===== config.mk =====
export PLATFORM = sky130hd
export DESIGN_NAME = mean3x3_window
export DESIGN_NICKNAME = d
export VERILOG_FILES = /design/src/rtl/mean3x3_window.sv
export SDC_FILE = /design/constraint.sdc
export NUM_CORES = 1
export LEC_CHECK = 0
export CORE_MARGIN = 10
export CORE_UTILIZATION = 65
export CTS_BUF_LIST = sky130_fd_sc_hd__clkbuf_16
export CTS_CLUSTER_SIZE = 40
export DETAILED_ROUTE_END_ITERATION = 8
export PLACE_DENSITY = 0.85
export SLEW_MARGIN = 5
export SYNTH_ARGS = -nofsm -noshare
export SYNTH_HDL_FRONTEND = slang
export SYNTH_SLANG_ARGS = --single-unit
export TNS_END_PERCENT = 20

===== constraint.sdc =====
create_clock -name clk -period 9.9 [get_ports clk]
set_input_delay 1.98 -clock clk [delete_from_list [all_inputs] [get_ports clk]]
set_output_delay 1.98 -clock clk [all_outputs]
set_load 0.01 [all_outputs]

===== src/rtl/mean3x3_window.sv =====
// 3x3 window assembly and mean for the mean-filter datapath: window capture, 9-pixel sum, reciprocal multiply.
// Define MEAN_ROUND_EN to round the mean to nearest (ties up); otherwise the mean is truncated.
module mean3x3_window #(
  parameter int DATA_WIDTH = 8,
  parameter int IMG_WIDTH  = 640,
  parameter int IMG_HEIGHT = 480,
  parameter int RECIP      = 7282
) (
  input  logic                  clk,
  input  logic                  rst_n,
  input  logic                  in_valid,
  input  logic                  in_sof,
  input  logic [DATA_WIDTH-1:0] data_in,
  input  logic [DATA_WIDTH-1:0] line1_in,
  input  logic [DATA_WIDTH-1:0] line2_in,
  output logic                  out_valid,
  output logic [DATA_WIDTH-1:0] out_data,
  output logic                  out_sof,
  output logic                  out_eol
);

  localparam int COL_W  = $clog2(IMG_WIDTH);
  localparam int ROW_W  = $clog2(IMG_HEIGHT);
  localparam int SUM_W  = DATA_WIDTH + 4;
  localparam int PROD_W = SUM_W + 18;

  localparam logic [COL_W-1:0]      COL_LAST = COL_W'(IMG_WIDTH - 1);
  localparam logic [ROW_W-1:0]      ROW_LAST = ROW_W'(IMG_HEIGHT - 1);
  localparam logic [DATA_WIDTH-1:0] PIX_MAX  = {DATA_WIDTH{1'b1}};
  localparam logic [PROD_W-1:0]     QMAX     = {{(PROD_W-DATA_WIDTH){1'b0}}, PIX_MAX};
  localparam logic [PROD_W-1:0]     RECIP_V  = PROD_W'(RECIP);
`ifdef MEAN_ROUND_EN
  localparam logic [PROD_W-1:0]     ROUND_V  = PROD_W'(32'd32768);
`else
  localparam logic [PROD_W-1:0]     ROUND_V  = {PROD_W{1'b0}};
`endif

  logic [COL_W-1:0]      col_r, cur_col_s, nxt_col_s;
  logic [ROW_W-1:0]      row_r, cur_row_s, nxt_row_s;
  logic [DATA_WIDTH-1:0] w0_r [3];
  logic [DATA_WIDTH-1:0] w1_r [3];
  logic [DATA_WIDTH-1:0] w2_r [3];
  logic                  win_cmp_s;
  logic                  win_vld_r, win_sof_r, win_eol_r;
  logic [SUM_W-1:0]      sum_s, sum_r;
  logic                  sum_vld_r, sum_sof_r, sum_eol_r;
  logic [PROD_W-1:0]     prod_s, quo_s;
  logic [DATA_WIDTH-1:0] mean_s;

  // Position of the pixel on the inputs (in_sof overrides the counters) and the position after it.
  always_comb begin
    cur_col_s = col_r;
    cur_row_s = row_r;
    nxt_col_s = col_r;
    nxt_row_s = row_r;
    if (in_sof) begin
      cur_col_s = {COL_W{1'b0}};
      cur_row_s = {ROW_W{1'b0}};
    end else begin
      cur_col_s = col_r;
      cur_row_s = row_r;
    end
    if (cur_col_s == COL_LAST) begin
      nxt_col_s = {COL_W{1'b0}};
      if (cur_row_s == ROW_LAST) begin
        nxt_row_s = {ROW_W{1'b0}};
      end else begin
        nxt_row_s = cur_row_s + ROW_W'(1);
      end
    end else begin
      nxt_col_s = cur_col_s + COL_W'(1);
      nxt_row_s = cur_row_s;
    end
    win_cmp_s = in_valid && (cur_row_s >= ROW_W'(2)) && (cur_col_s >= COL_W'(2));
  end

  // Raster position counters.
  always_ff @(posedge clk) begin
    if (!rst_n) begin
      col_r <= {COL_W{1'b0}};
      row_r <= {ROW_W{1'b0}};
    end else if (in_valid) begin
      col_r <= nxt_col_s;
      row_r <= nxt_row_s;
    end
  end

  // Window column shift registers; index 2 holds the newest column, contents persist across gaps.
  always_ff @(posedge clk) begin
    if (in_valid) begin
      w0_r[0] <= w0_r[1];  w0_r[1] <= w0_r[2];  w0_r[2] <= data_in;
      w1_r[0] <= w1_r[1];  w1_r[1] <= w1_r[2];  w1_r[2] <= line1_in;
      w2_r[0] <= w2_r[1];  w2_r[1] <= w2_r[2];  w2_r[2] <= line2_in;
    end
  end

  // Window-stage qualifiers; partial windows at row/column starts never become valid.
  always_ff @(posedge clk) begin
    if (!rst_n) begin
      win_vld_r <= 1'b0;
      win_sof_r <= 1'b0;
      win_eol_r <= 1'b0;
    end else begin
      win_vld_r <= win_cmp_s;
      win_sof_r <= win_cmp_s && (cur_row_s == ROW_W'(2)) && (cur_col_s == COL_W'(2));
      win_eol_r <= win_cmp_s && (cur_col_s == COL_LAST);
    end
  end

  // Exact 9-pixel sum, then fixed-point divide by 9 with saturation.
  always_comb begin
    sum_s = SUM_W'(w0_r[0]) + SUM_W'(w0_r[1]) + SUM_W'(w0_r[2])
          + SUM_W'(w1_r[0]) + SUM_W'(w1_r[1]) + SUM_W'(w1_r[2])
          + SUM_W'(w2_r[0]) + SUM_W'(w2_r[1]) + SUM_W'(w2_r[2]);
    prod_s = PROD_W'(sum_r) * RECIP_V + ROUND_V;
    quo_s  = prod_s >> 16;
    if (quo_s > QMAX) begin
      mean_s = PIX_MAX;
    end else begin
      mean_s = quo_s[DATA_WIDTH-1:0];
    end
  end

  // Sum stage register.
  always_ff @(posedge clk) begin
    if (!rst_n) begin
      sum_r     <= {SUM_W{1'b0}};
      sum_vld_r <= 1'b0;
      sum_sof_r <= 1'b0;
      sum_eol_r <= 1'b0;
    end else begin
      sum_r     <= sum_s;
      sum_vld_r <= win_vld_r;
      sum_sof_r <= win_sof_r;
      sum_eol_r <= win_eol_r;
    end
  end

  // Output register; data and flags are forced to zero whenever no window is emitted.
  always_ff @(posedge clk) begin
    if (!rst_n) begin
      out_valid <= 1'b0;
      out_data  <= {DATA_WIDTH{1'b0}};
      out_sof   <= 1'b0;
      out_eol   <= 1'b0;
    end else begin
      out_valid <= sum_vld_r;
      out_data  <= sum_vld_r ? mean_s : {DATA_WIDTH{1'b0}};
      out_sof   <= sum_vld_r && sum_sof_r;
      out_eol   <= sum_vld_r && sum_eol_r;
    end
  end

endmodule


* Word-level counts from Yosys, hierarchy flattened
Memory sizes are Yosys's and may differ from the RTL's.
Index checks and enable logic that the tools add are counted.
** Operators by class
- $mul :: 1
- Equal/unequal tests :: 4
- Reduce and logical (&&, ||, !) cells :: 8
- $lt $le $gt $ge :: 3
- Muxes and demuxes :: 8
- $add $sub $neg :: 10
** Operator list (count)
- $add A12 B8 Y12 :: 4
- $mux W9 :: 3
- $mul A12 B12 Y24 const B :: 1
- $mux W10 :: 2
- $add A11 B8 Y12 :: 1
- $add A10 B8 Y11 :: 1
- $add A10 B1 Y10 const B :: 1
- $add A9 B8 Y10 :: 1
- $eq A10 B10 Y1 const B :: 1
- $eq A10 B2 Y1 const B :: 1
- $ge A10 B2 Y1 const B :: 1
- $add A8 B8 Y9 :: 1
- $add A9 B1 Y9 const B :: 1
- $eq A9 B2 Y1 const B :: 1
- $eq A9 B9 Y1 const B :: 1
- $ge A9 B2 Y1 const B :: 1
- $gt A9 B8 Y1 const B :: 1
- $mux W8 :: 1
- $logic_and A1 B1 Y1 :: 7
- $mux W1 :: 2
- $reduce_and A2 Y1 :: 1
** Storage, ports and cells
- Register bits after elaboration :: 48
- Memories kept :: 3
- Input bits :: 28
- Logic and storage cells :: 50
- Bits in writable memories :: 72
** Memories
- w0_r :: words 3, bits a word 8, read ports 3, clocked after memory_dff 0, write ports 3, RTL line 40 : logic [DATA_WIDTH-1:0] w0_r [3];
- w1_r :: words 3, bits a word 8, read ports 3, clocked after memory_dff 0, write ports 3, RTL line 41 : logic [DATA_WIDTH-1:0] w1_r [3];
- w2_r :: words 3, bits a word 8, read ports 3, clocked after memory_dff 0, write ports 3, RTL line 42 : logic [DATA_WIDTH-1:0] w2_r [3];

* Logic depth before layout (Yosys ltp)
An unclocked memory read counts as a cell.
- Word-level depth :: 9
- Mapped depth :: 18
- Mapped depth without buffers :: 18

* Least setup slack after synthesis
OpenSTA, ideal clock, no wires.
- Kind :: register -> register
- From :: register sum_r[9]
- To :: register out_data[0]
- Cell stages (with the launch flop) :: 17
- Arrival :: 4.362 ns
- Slack :: 5.406 ns
- Required time :: 9.767 ns
- Setup time :: 0.133 ns
- Cell sequence :: dfxtp_1 fa_1 ha_1 inv_1 fa_1 inv_1 fa_1 inv_1 fa_1 inv_1 ha_1 a211o_1 a21oi_1 o31ai_2 a221oi_2 xnor2_2 a21oi_1
** Between the ends
- Word-level cells in the longest chain between the ends :: 3
** Ends and longest elaborated chain
- start: declaration :: RTL line 45 : logic [SUM_W-1:0] sum_s, sum_r;
- start signal: assignment :: RTL line 127 : sum_r <= {SUM_W{1'b0}};
- start signal: assignment :: RTL line 132 : sum_r <= sum_s;
- $mul A12 B12 Y24 * :: RTL line 115 : prod_s = PROD_W'(sum_r) * RECIP_V + ROUND_V;
- $gt A9 B8 Y1 :: RTL line 117 : if (quo_s > QMAX) begin
- $mux W8 * :: RTL line 117
- end signal: assignment :: RTL line 143 : out_data <= {DATA_WIDTH{1'b0}};
- end signal: assignment :: RTL line 148 : out_data <= sum_vld_r ? mean_s : {DATA_WIDTH{1'b0}};
- end: declaration :: RTL line 17 : output logic [DATA_WIDTH-1:0] out_data,
Mark *: on every way between the ends. The rest lies on a longest branch, timed or not.
A chain may end at the register's enable or synchronous reset.

* Worst setup path after layout
Same ends and word-level chain as after synthesis.

==> metrics.cfg <==
[status]
run_status=finished, final reports clean

[detailed_routing]
drt-wirelength-per-cell_um=17.8
drt_first_iter_violations=367
totalWireLength_mm=15.3
num_vias=5102
top_signal_layer_used=met4
detail-route-antenna-nets=0
route.met3.wl_um=748
m1WireLength_mm=6.29
wl_met2_mm=8.00
route.detailed.drc=0
first_pass_iters=5
post_drt_via_cell_ratio=5.95

[worst_hold_path]
worst_hold_path_stage_count=1
worstHoldStart=win_vld_r$_SDFF_PN0_
min-delay-path-class=reg2reg
hold_ep=sum_vld_r$_SDFF_PN0_

[clock_tree]
cts_hold_buffers=0
cts_max_level=4
numCtsBuffers=17
cts_setup_buffers=0
clk_pin_slew_worst_paths_ns=0.06
cts_tree=done
cts_root_buf=clkbuf_16
cts-resized-gates=0
clkLatencyLatePin_ns=0.42
cts_buffer_depth=2
clock_tree_sinks=120

[global_routing]
pin_count_of_the_biggest_net_entering_global_routing=68
global_route_wire_length_before_repair_mm=25.8
vias_in_the_first_global_route=5350
antenna_found_initial=0
gr-total-overflow=0
global_route.usage.total_pct=19.6

[worst_setup_path]
critical_path_required_ns=10.19
critPathLaunchType=flop
worstSetupEndpointType=flop
crit_slowest_cell=fa_1
path_class=reg2reg
critPathBufInv=4
crit_path_max_fanout=8
ff2ff_setup_slack_ns=5.01
timing.critical_path.slowest_cell_delay_ns=0.53
largest_delay_contributor_family_on_the_critical_path=adder cells
reg2regPathDepth=16
timing.rr.start=sum_r[9]$_SDFF_PN0_
critical_path_arrival_ns=5.18
cp_cell_sequence=fa_1, ha_1, inv_1, fa_1, inv_1, fa_1, inv_1, fa_1, inv_1, ha_1, a211o_1, a21oi_1, o31ai_2, a221oi_2, xnor2_2, a21oi_1
timing.rr.end=out_data[0]$_SDFF_PN0_

[placement]
io_buffer_count=38
place_congestion=0.914
hpwl_detailed_mm=11.3

[layout]
syn2layout_area_growth_pct=13.8
nets=896
number_of_inserted_filler_cells_in_the_final_layout=716
final_layout_size_suffix_gt1_share_pct=7.18
antenna_cells=0

[die]
io_pins=39
floorplan.die.height_um=130
placeableCoreArea_mm2=0.0120
num_rows=40
dieArea_mm2=0.0170
die_width_um=130
floorplan.initialDensity_pct=66.3

[logic_synthesis]
postSynthRegisterBits=120
synth_ff_type=edfxtp_1
synth_top_area_share_pct=27.3
syn-cell-area_mm2=0.00793
syn-num-nets=851
post_synth.cell_area_avg_um2=12.2
synth_enable_flop_cells=72
synth_commonest_cells=89 x ha_1, 82 x fa_1, 74 x inv_1
synthesis.yosys.warnings=0
post_synth_inst_count=652
post-synth-top-count-cell=ha_1
yosysTopAreaCell=edfxtp_1
synth.yosys.seq_area_share_pct=39.4
synthTopCellsByArea=edfxtp_1 27%, fa_1 21%, ha_1 14%
yosysUniqueCellTypes=69
synth-async-reset-ratio_pct=0

[sta]
final.period_utilization_pct=49.4
slew-limit-headroom_pct=39.9
timing_worst_slew_pin_value_ns=0.899
final_period_minus_worst_setup_slack_ns=4.89
timing.clock.skew_ns=0.00618
setup_viol_count_final=0
accumulated_negative_setup_slack_ns=0
timing_max_transition_violations_final=0
rsz0062_at_grt=no
maxClockFrequency_mhz=205
report.final.hold_viol_count=0

[flow_run]
maxCapViolCount=0

## worst reg2reg max path, cell delays in order (launching register included)
cell	delay, ns
dfxtp_1	0.49
fa_1	0.49
ha_1	0.33
inv_1	0.07
fa_1	0.53
inv_1	0.05
fa_1	0.49
inv_1	0.05
fa_1	0.53
inv_1	0.04
ha_1	0.36
a211o_1	0.31
a21oi_1	0.19
o31ai_2	0.15
a221oi_2	0.31
xnor2_2	0.23
a21oi_1	0.12
## layout make-up
| class | count | area [um^2] | area share, % |
|---|---|---|---|
| multi-input cells | 444 | 4460 | 49.4 |
| well taps | 147 | 184 | 2.04 |
| repair buffers | 39 | 385 | 4.27 |
| clock buffers | 17 | 425 | 4.71 |
| inverters | 75 | 282 | 3.12 |
| clock inverters | 15 | 169 | 1.87 |
| flip-flops and latches | 120 | 3120 | 34.6 |
## sequential cells by signal, indices dropped and copies added (netlist names), 8 cells and up
register / cells
sum_r: 12
row_r: 9
w0_r: 24
out_data: 8
w1_r: 24
w2_r: 24
col_r: 10
## placed cells by master (no fill, tap or decap), drive strengths merged, types with 5 or more instances in the layout
master	netlist	final
a21oi	38	38
and3	9	9
dfxtp	48	48
nor2b	6	6
nor3	16	16
fa	82	82
nand3	14	14
clkinv	1	8
clkdlybuf4s50	0	37
nand2b	9	9
nor4	5	5
xor2	6	6
xnor2	11	11
inv	74	79
nor2	33	33
nand2	26	26
ha	89	89
edfxtp	72	72
o21ai	25	25
and2	8	8
a21o	6	6
clkbuf	6	17
## worst max-delay path by stage
stage,end,cells past startpoint,start,slack (ns)
after global placement,row_r[5]$_SDFFE_PN0P_,10,in_sof,5.05
after CTS,out_data[0]$_SDFF_PN0_,16,sum_r[9]$_SDFF_PN0_,5.01
after floorplan,out_data[0]$_SDFF_PN0_,16,sum_r[9]$_SDFF_PN0_,5.41
final,out_data[0]$_SDFF_PN0_,16,sum_r[9]$_SDFF_PN0_,5.01
after global routing,out_data[7]$_SDFF_PN0_,16,sum_r[9]$_SDFF_PN0_,4.77
after detailed placement,row_r[7]$_SDFFE_PN0P_,10,in_sof,4.85
## cells by family (layout without fill, tap and decap cells)
logic type / after synthesis / count (layout) / share of synthesized area (%)
multiplexers: 3 / 3 / 0.394
adder cells (fa/ha/maj): 171 / 171 / 34.7
AND/OR/NAND/NOR: 145 / 145 / 10.1
AO/OA/AOI/OAI: 108 / 108 / 9.01
buffers and inverters: 88 / 146 / 4.43
XOR/XNOR: 17 / 17 / 1.97
flip-flops: 120 / 120 / 39.4
## per-stage QoR
stage          hold WS [ns]  instances  cell area (um^2)  worst slack, ns  utilization, %
6_report              0.443        857              9020             5.01            75.4
5_1_grt               0.470        857              9020             4.77            75.4
4_1_cts               0.450        857              9020             5.01            75.4
3_5_place_dp          0.441        825              8430             4.85            70.5
3_3_place_gp          0.431        825              8430             5.05            70.5
2_1_floorplan         0.412        652              7930             5.41               -
## layer usage
metal | vias to the layer above | global-route usage, %
li1 | 2379 | -
met5 | - | 0
met2 | 155 | 33.1
met4 | 0 | 7.00
met3 | 19 | 4.31
met1 | 2549 | 24.3
Power is not shown: default switching activity piles up to over one toggle a cycle in this logic, so the estimate is an artifact.
